`src/rtl/hazard_scoreboard_pkg.sv`:
```
// Shared types and helpers for the decode-side hazard scoreboard.
// Holds the Tuse "unused" code, forward-select codes and the entry record.
package hazard_scoreboard_pkg;

  localparam logic [3:0] NO_USE = 4'd4;

  typedef enum logic [1:0] {
    FWD_GRF = 2'd0,
    FWD_E   = 2'd1,
    FWD_M   = 2'd2,
    FWD_W   = 2'd3
  } fwd_sel_e;

  typedef struct packed {
    logic       valid;
    logic [4:0] addr;
    logic [3:0] tnew;
  } sb_entry_t;

  function automatic logic [3:0] sat_dec(input logic [3:0] t);
    return (t == '0) ? '0 : t - 4'd1;
  endfunction

  // Advance an entry by one stage: identity kept, remaining Tnew shrinks.
  function automatic sb_entry_t age_entry(input sb_entry_t ent);
    sb_entry_t r;
    r      = ent;
    r.tnew = sat_dec(ent.tnew);
    return r;
  endfunction

  // Register 0 and empty slots never produce a dependency.
  function automatic logic entry_hits(input sb_entry_t ent, input logic [4:0] addr);
    return ent.valid && (ent.addr != '0) && (ent.addr == addr);
  endfunction

endpackage

```
`src/rtl/hazard_operand_check.sv`:
```
// Per-operand dependency check against the E/M/W shadow entries.
// Youngest match wins; it alone decides stall and forward source.
module hazard_operand_check
  import hazard_scoreboard_pkg::*;
#(
  parameter logic [3:0] USE_NONE = 4'd4
) (
  input  logic [4:0] addr,
  input  logic [3:0] tuse,
  input  sb_entry_t  ent_e,
  input  sb_entry_t  ent_m,
  input  sb_entry_t  ent_w,
  output logic       need_stall,
  output logic [1:0] fwd
);

  logic       hit;
  logic [3:0] hit_tnew;
  fwd_sel_e   hit_code;

  always_comb begin
    hit        = 1'b0;
    hit_tnew   = '0;
    hit_code   = FWD_GRF;
    need_stall = 1'b0;
    fwd        = FWD_GRF;

    if ((addr != '0) && (tuse != USE_NONE)) begin
      if (entry_hits(ent_e, addr)) begin
        hit      = 1'b1;
        hit_tnew = ent_e.tnew;
        hit_code = FWD_E;
      end else if (entry_hits(ent_m, addr)) begin
        hit      = 1'b1;
        hit_tnew = ent_m.tnew;
        hit_code = FWD_M;
      end else if (entry_hits(ent_w, addr)) begin
        hit      = 1'b1;
        hit_tnew = ent_w.tnew;
        hit_code = FWD_W;
      end
    end

    // A not-yet-ready youngest producer leaves fwd at GRF; later stages resolve it.
    if (hit) begin
      need_stall = (hit_tnew > tuse);
      if (hit_tnew == '0) begin
        fwd = hit_code;
      end
    end
  end

endmodule

```
`src/rtl/hazard_scoreboard.sv`:
```
// Tnew/Tuse hazard unit: E/M/W shadow scoreboard, global stall,
// ID-stage forward selects and a stall-cycle counter.
module hazard_scoreboard #(
  parameter logic [3:0]  NO_USE = hazard_scoreboard_pkg::NO_USE,
  parameter int unsigned CNT_W  = 32
) (
  input  logic             clk,
  input  logic             reset,
  input  logic             dec_valid,
  input  logic [4:0]       rs_addr_id,
  input  logic [4:0]       rt_addr_id,
  input  logic [3:0]       rs_use_id,
  input  logic [3:0]       rt_use_id,
  input  logic [4:0]       dst_addr_id,
  input  logic [3:0]       dst_save_id,
  output logic             stall,
  output logic             pc_enable,
  output logic             id_enable,
  output logic [1:0]       fwd_rs_id,
  output logic [1:0]       fwd_rt_id,
  output logic [CNT_W-1:0] stall_cycles
);
  import hazard_scoreboard_pkg::*;

  sb_entry_t ent_e, ent_m, ent_w;
  sb_entry_t ent_e_next;
  logic      rs_stall, rt_stall;

  hazard_operand_check #(.USE_NONE(NO_USE)) u_rs_check (
    .addr       (rs_addr_id),
    .tuse       (rs_use_id),
    .ent_e      (ent_e),
    .ent_m      (ent_m),
    .ent_w      (ent_w),
    .need_stall (rs_stall),
    .fwd        (fwd_rs_id)
  );

  hazard_operand_check #(.USE_NONE(NO_USE)) u_rt_check (
    .addr       (rt_addr_id),
    .tuse       (rt_use_id),
    .ent_e      (ent_e),
    .ent_m      (ent_m),
    .ent_w      (ent_w),
    .need_stall (rt_stall),
    .fwd        (fwd_rt_id)
  );

  always_comb begin
    stall     = dec_valid && (rs_stall || rt_stall);
    pc_enable = ~stall;
    id_enable = ~stall;
  end

  // Tnew is stored already aged by the ID->E hop; a stall injects a bubble.
  always_comb begin
    ent_e_next = '0;
    if (!stall && dec_valid) begin
      ent_e_next.valid = 1'b1;
      ent_e_next.addr  = dst_addr_id;
      ent_e_next.tnew  = sat_dec(dst_save_id);
    end
  end

  always_ff @(posedge clk) begin
    if (reset) begin
      ent_e        <= '0;
      ent_m        <= '0;
      ent_w        <= '0;
      stall_cycles <= '0;
    end else begin
      ent_e <= ent_e_next;
      ent_m <= age_entry(ent_e);
      ent_w <= age_entry(ent_m);
      if (stall) begin
        stall_cycles <= stall_cycles + CNT_W'(1);
      end
    end
  end

endmodule

```
`config.mk`:
```
export PLATFORM = sky130hd
export DESIGN_NAME = hazard_scoreboard
export DESIGN_NICKNAME = d
export VERILOG_FILES = /design/src/rtl/hazard_scoreboard_pkg.sv /design/src/rtl/hazard_operand_check.sv /design/src/rtl/hazard_scoreboard.sv
export SDC_FILE = /design/constraint.sdc
export NUM_CORES = 1
export LEC_CHECK = 0
export BUFFER_PORTS_ARGS = -buffer_cell sky130_fd_sc_hd__buf_4
export CAP_MARGIN = 20
export CELL_PAD_IN_SITES_DETAIL_PLACEMENT = 0
export CELL_PAD_IN_SITES_GLOBAL_PLACEMENT = 1
export CORE_ASPECT_RATIO = 1.2
export CORE_MARGIN = 10
export CORE_UTILIZATION = 42
export CTS_CLUSTER_SIZE = 16
export DETAILED_ROUTE_END_ITERATION = 10
export PLACE_DENSITY_LB_ADDON = 0.1
export SYNTH_ARGS = -nofsm -noshare
export SYNTH_HDL_FRONTEND = slang
export SYNTH_HIERARCHICAL = 1
export SYNTH_SLANG_ARGS = --single-unit
```
`constraint.sdc`:
```
create_clock -name clk -period 4.55 [get_ports clk]
set_input_delay 0.2275 -clock clk [delete_from_list [all_inputs] [get_ports clk]]
set_output_delay 0.2275 -clock clk [all_outputs]
set_load 0.03 [all_outputs]
```
* Yosys cells after proc, flatten, opt, wreduce, memory -nomap -nowiden
Cells that the tools add are included.
** Storage, ports and cells
- Flip-flop bits (word level) :: 62
- Input port bits :: 30
- Logic and storage cells :: 87
** Cells by class
- $add $sub $neg :: 4
- Order comparisons :: 2
- Equality and inequality tests :: 8
- Muxes and demuxes :: 32
- Bitwise gates (word level) :: 2
- Reductions and logical operators :: 29
** Operator list (count)
- $mux W4 :: 9
- $add A32 B1 Y32 const B :: 1
- $eq A5 B5 Y1 :: 6
- $reduce_bool A5 Y1 :: 5
- $mux W2 :: 12
- $logic_not A4 Y1 :: 5
- $logic_and A1 B1 Y1 :: 13
- $sub A4 B1 Y4 const B :: 3
- $mux W1 :: 10
- $mux W10 :: 1
- $gt A4 B4 Y1 :: 2
- $ne A4 B3 Y1 const B :: 2
- $reduce_or A2 Y1 :: 3
- $reduce_or A3 Y1 :: 1
- $not A1 Y1 :: 2
- $logic_not A1 Y1 :: 1
- $logic_or A1 B1 Y1 :: 1

* Depth between registers and ports, before layout
- Word-level depth :: 15
- Gate-level depth with buffers :: 18
- Depth with buffers taken out :: 16

* By module
The synthesis kept the hierarchy.
** By module, submodules not included
- hazard_scoreboard :: instances 1, cells an instance 280, area an instance 2598.7 µm², sequential area each 1241.2 µm²
- hazard_operand_check :: instances 2, cells an instance 75, area an instance 569.3 µm², sequential area each 0.0 µm²

* Worst setup path after synthesis
Ideal clock, no wire load.
- Path kind :: flip-flop to flip-flop
- From :: reg, netlist name ent_m[4]
- To :: reg stall_cycles[25]
- Library setup time :: 121 ps
- Arrival :: 3919 ps
- Required time :: 4429 ps
- Slack :: 510 ps
- Cell stages (with the launch flop) :: 18
- Buffers on the path :: 1
- Clock period less this slack :: 4040 ps
- Path through :: dfxtp_1 -> or4_4 -> a21oi_4 -> or3_4 -> a211oi_2 -> or3b_1 -> ha_1 -> nor2b_1 -> o21ai_0 -> nand2b_1 -> a21oi_1 -> a311oi_1 -> o21ai_2 -> inv_2 -> nand2_1 -> buf_2 -> nor4_1 -> mux2_2
** Between the ends
- Word-level cells in the longest chain between the ends :: 10
- Elaborated cells on any way between the ends :: 24
- Those cells by class :: order compare: 2; eq/ne: 2; mux: 14; reduce/logical: 6
** Ends and longest elaborated chain
- $reduce_bool A5 Y1 :: RTL line hazard_scoreboard_pkg.sv:34 : return ent.valid && (ent.addr != '0) && (ent.addr == addr);
- $logic_and A1 B1 Y1 :: RTL line hazard_scoreboard_pkg.sv:34
- $logic_and A1 B1 Y1 * :: RTL line hazard_scoreboard_pkg.sv:34
- $mux W4 :: RTL line hazard_operand_check.sv:33 : end else if (entry_hits(ent_m, addr)) begin
- $mux W4 :: RTL line hazard_operand_check.sv:29 : if (entry_hits(ent_e, addr)) begin
- $mux W4 :: RTL line hazard_operand_check.sv:28 : if ((addr != '0) && (tuse != USE_NONE)) begin
- $gt A4 B4 Y1 :: RTL line hazard_operand_check.sv:46 : need_stall = (hit_tnew > tuse);
- $mux W1 * :: RTL line hazard_operand_check.sv:45 : if (hit) begin
- via rt_stall :: RTL line hazard_scoreboard.sv:27 : logic rs_stall, rt_stall;
- $logic_or A1 B1 Y1 * :: RTL line hazard_scoreboard.sv:50 : stall = dec_valid && (rs_stall || rt_stall);
- $logic_and A1 B1 Y1 * :: RTL line hazard_scoreboard.sv:50
- via stall :: RTL line hazard_scoreboard.sv:16 : output logic stall,
- end signal: assignment :: RTL line hazard_scoreboard.sv:76 : stall_cycles <= stall_cycles + CNT_W'(1);
- end: declaration :: RTL line hazard_scoreboard.sv:21 : output logic [CNT_W-1:0] stall_cycles
The timed path passes the listed nets; every way through them passes the cells marked *.
A chain may end at the register's enable or synchronous reset.

* Worst setup path after layout
- From :: reg, netlist name ent_m[4]
- To :: reg stall_cycles[31]
** Between the ends
- Word-level cells in the longest chain between the ends :: 10
- Elaborated cells on any way between the ends :: 24
- Those cells by class :: order compare: 2; eq/ne: 2; mux: 14; reduce/logical: 6
** Ends and longest elaborated chain (RTL line)
- $reduce_bool A5 Y1 :: hazard_scoreboard_pkg.sv:34
- $logic_and A1 B1 Y1 :: hazard_scoreboard_pkg.sv:34
- $logic_and A1 B1 Y1 * :: hazard_scoreboard_pkg.sv:34
- $mux W4 :: hazard_operand_check.sv:33
- $mux W4 :: hazard_operand_check.sv:29
- $mux W4 :: hazard_operand_check.sv:28
- $gt A4 B4 Y1 :: hazard_operand_check.sv:46
- $mux W1 * :: hazard_operand_check.sv:45
- via rt_stall :: hazard_scoreboard.sv:27
- $logic_or A1 B1 Y1 * :: hazard_scoreboard.sv:50
- $logic_and A1 B1 Y1 * :: hazard_scoreboard.sv:50
Marked as above.

==> flow_summary_export.csv <==
group,metric,value,unit
route,route.detailed.drc,0,
logic_synthesis,syn_area_per_cell,8.69,um^2
sta,rsz0062_at_grt,"no",
die,die-area,13100,um^2
sta,max_freq,233,MHz
die,die_h,123,um
clock_tree,cts_root_buffer,"clkbuf_8",
logic_synthesis,synth.most_common_cell,"dfxtp_1",
route,antenna_left,0,
power,leakagePower,1.74,nW
logic_synthesis,synthArstFlopShare,0,%
route,firstDrtPassIters,5,
logic_synthesis,yosysTopAreaCellShare,33.2,%
logic_synthesis,synth_xor_area_share,8.20,%
logic_synthesis,syn_inst,430,
logic_synthesis,yosysTopAreaCell,"dfxtp_1",
sta,hold-worst-slack,0.0443,ns
logic_synthesis,synthesis.nets,472,
hold_path,hold_class,"input pin to flip-flop",
logic_synthesis,synth_top_family_by_area,"simple AND/OR/NAND/NOR gates",
logic_synthesis,synth_area_leaders,"dfxtp_1 (33%), xnor2_1 (5.6%), nor2b_1 (4.7%)",
layout,diodes,0,
die,rows,37,
logic_synthesis,synthTopCellsByCount,"dfxtp_1 (62), nor2_1 (40), nand2_1 (29), nor2b_1 (28), xnor2_1 (24)",
route,initialDrtViolationCount,134,
power,p_total,1.29,mW
clock_tree,cts_tree,"built",
layout,nNetsFinal,535,
die,die_w,106,um
clock_tree,numCtsBuffers,9,
layout,area_delta_synth_final,22.2,%
sta,clock_skew,0.0106,ns
place,port_buffers,68,
logic_synthesis,yosys.area_share.simple,33.5,%
route,num_vias,3284,
sta,hold_viol,0,
global_route,grt_max_degree,67,
global_route,grt_antenna_before_repair,0,
layout,stdcell_count,615,
place,place_congestion,0.858,
sta,setup_viol,0,
die,start_util,43.4,%
global_route,grtUsageTotal,15.2,%
logic_synthesis,synth-seq-cells,62,
sta,timing.final.crit_share,94.4,%
logic_synthesis,synthMuxAreaShare,4.79,%
logic_synthesis,synth-edff-count,0,
route,viasPerCell,5.34,
die,io_pins,69,
logic_synthesis,syn_area,3740,um^2
logic_synthesis,synth_compound_area_share,12.0,%
run_status,outcome,"complete, no violations",
run,maxCapViolCount,0,
clock_tree,cts.sinks,62,
clock_tree,clk_latency,0.35,ns
logic_synthesis,ys_warn_count,6,
logic_synthesis,synth.distinct_cells,54,
route,routed_wl,9.69,mm
logic_synthesis,synth_fa_ha_area_share,4.02,%
power,worst_ir_drop_vdd,0.000133,V
clock_tree,clk_pin_slew,0.08,ns
logic_synthesis,synth_flop_cell,"dfxtp_1",
logic_synthesis,ys_seq_area_share,33.2,%
worst_setup_path,endpoint_kind,"flip-flop",
worst_setup_path,critical_path_class,"flip-flop to flip-flop",
power,powerDensity,283,nW/um^2
clock_tree,clockBufferDepth,2,
sta,slew_viol_final,0,
route,drt-wirelength-per-cell,15.8,um
worst_setup_path,required,4.79,ns
worst_setup_path,crit_fanout,15,
place,dp.cells,599,
clock_tree,cts_setup_buffers,0,
worst_setup_path,cp.arrival,4.53,ns
worst_setup_path,cp-start-kind,"flip-flop",
layout,utilization,53.1,%
clock_tree,cts_hold_buf,0,
global_route,grt-ovfl-total,0,
global_route,grt_first_pass_wirelength,16.1,mm
global_route,grt_pass1_vias,3304,
sta,fin_tns_setup,0,ns
clock_tree,htree_levels,3,
sta,slew-limit-headroom,48.1,%
layout,drive_gt1_share,26.1,%
sta,tightest_slew,0.777,ns
die,core,8610,um^2
sta,min_period,4.29,ns
place,dpl.hpwl,7.34,mm
-- power breakdown --
group	total, mW	internal (mW)	switching [mW]	leakage [nW]
Combinational	0.120	0.0555	0.0641	1.13
Clock	0.603	0.365	0.238	0.116
Sequential	0.569	0.554	0.0149	0.503
Total	1.29	0.975	0.316	1.74
-- metal layers --
metal	wire length, um	GRT usage [%]
met5	0	0
met4	194	7.20
met3	484	3.49
met2	4900	26.4
met1	4110	17.3
-- through the flow --
stage | worst slack, ns | instance area [um^2]
2_1_floorplan | 0.510 | 3740
3_3_place_gp | 0.228 | 4310
3_5_place_dp | 0.138 | 4310
4_1_cts | 0.119 | 4560
5_1_grt | 0.00641 | 4570
6_report | 0.256 | 4570
-- worst paths after layout --
kind         cells past startpoint  slack [ns]          endpoint      startpoint
max                             16        0.26  stall_cycles[31]        ent_m[4]
min                              2        0.04          ent_e[0]  dst_save_id[0]
max reg2reg                     16        0.26  stall_cycles[31]        ent_m[4]
min reg2reg                      1        0.50          ent_w[9]        ent_m[9]
-- layout make-up --
class                      instances  area (um^2)
inverter                          20         75.1
timing repair buffer              68          510
multi-input combinational        332         2350
clock buffer                       9          124
clock inverter                     7          123
sequential                        62         1240
tap                              117          146
fill                             852         4040
-- kinds of logic after synthesis --
family / Yosys count
AOI/OAI and AO/OA: 59
buffers and inverters: 36
DFF: 62
adders and majority gates: 12
xor gates and xnor gates: 35
and+or+nand+nor: 210
muxes: 16
-- critical path: stages (launching register included) --
cell and delay (ns):
dfxtp_1 0.36, or4_4 0.56, a21oi_4 0.18, or3_4 0.18, a211oi_2 0.09, or3b_1 0.41, ha_1 0.20, nor2b_1 0.13
o21ai_0 0.09, nand2b_1 0.07, a21oi_1 0.08, a311oi_2 0.33, o21ai_2 0.20, inv_2 0.17, nand2_1 0.32, nor4_1 0.42
mux2_2 0.37
-- layout by cell type (no fill, tap or decap), types with 15 or more instances in the layout --
cell,Yosys,final
nand3_1,18,18
dfxtp_1,62,62
inv_1,19,19
xnor2_1,24,24
nand2_1,29,29
a21oi_1,15,15
nor2_1,40,40
buf_4,1,68
nor2b_1,28,28
-- timing repair --
item                                   in CTS  in global routing
endpoints found under the hold margin       0                  0
gates resized for setup                     0                  2
setup endpoints to repair                   0                 14
-- state kept, by name, summed over array words and instances, names as in the netlist --
register / count
ent_w: 10
ent_m: 10
ent_e: 10
stall_cycles: 32
Power figures use the tool's default switching activity.
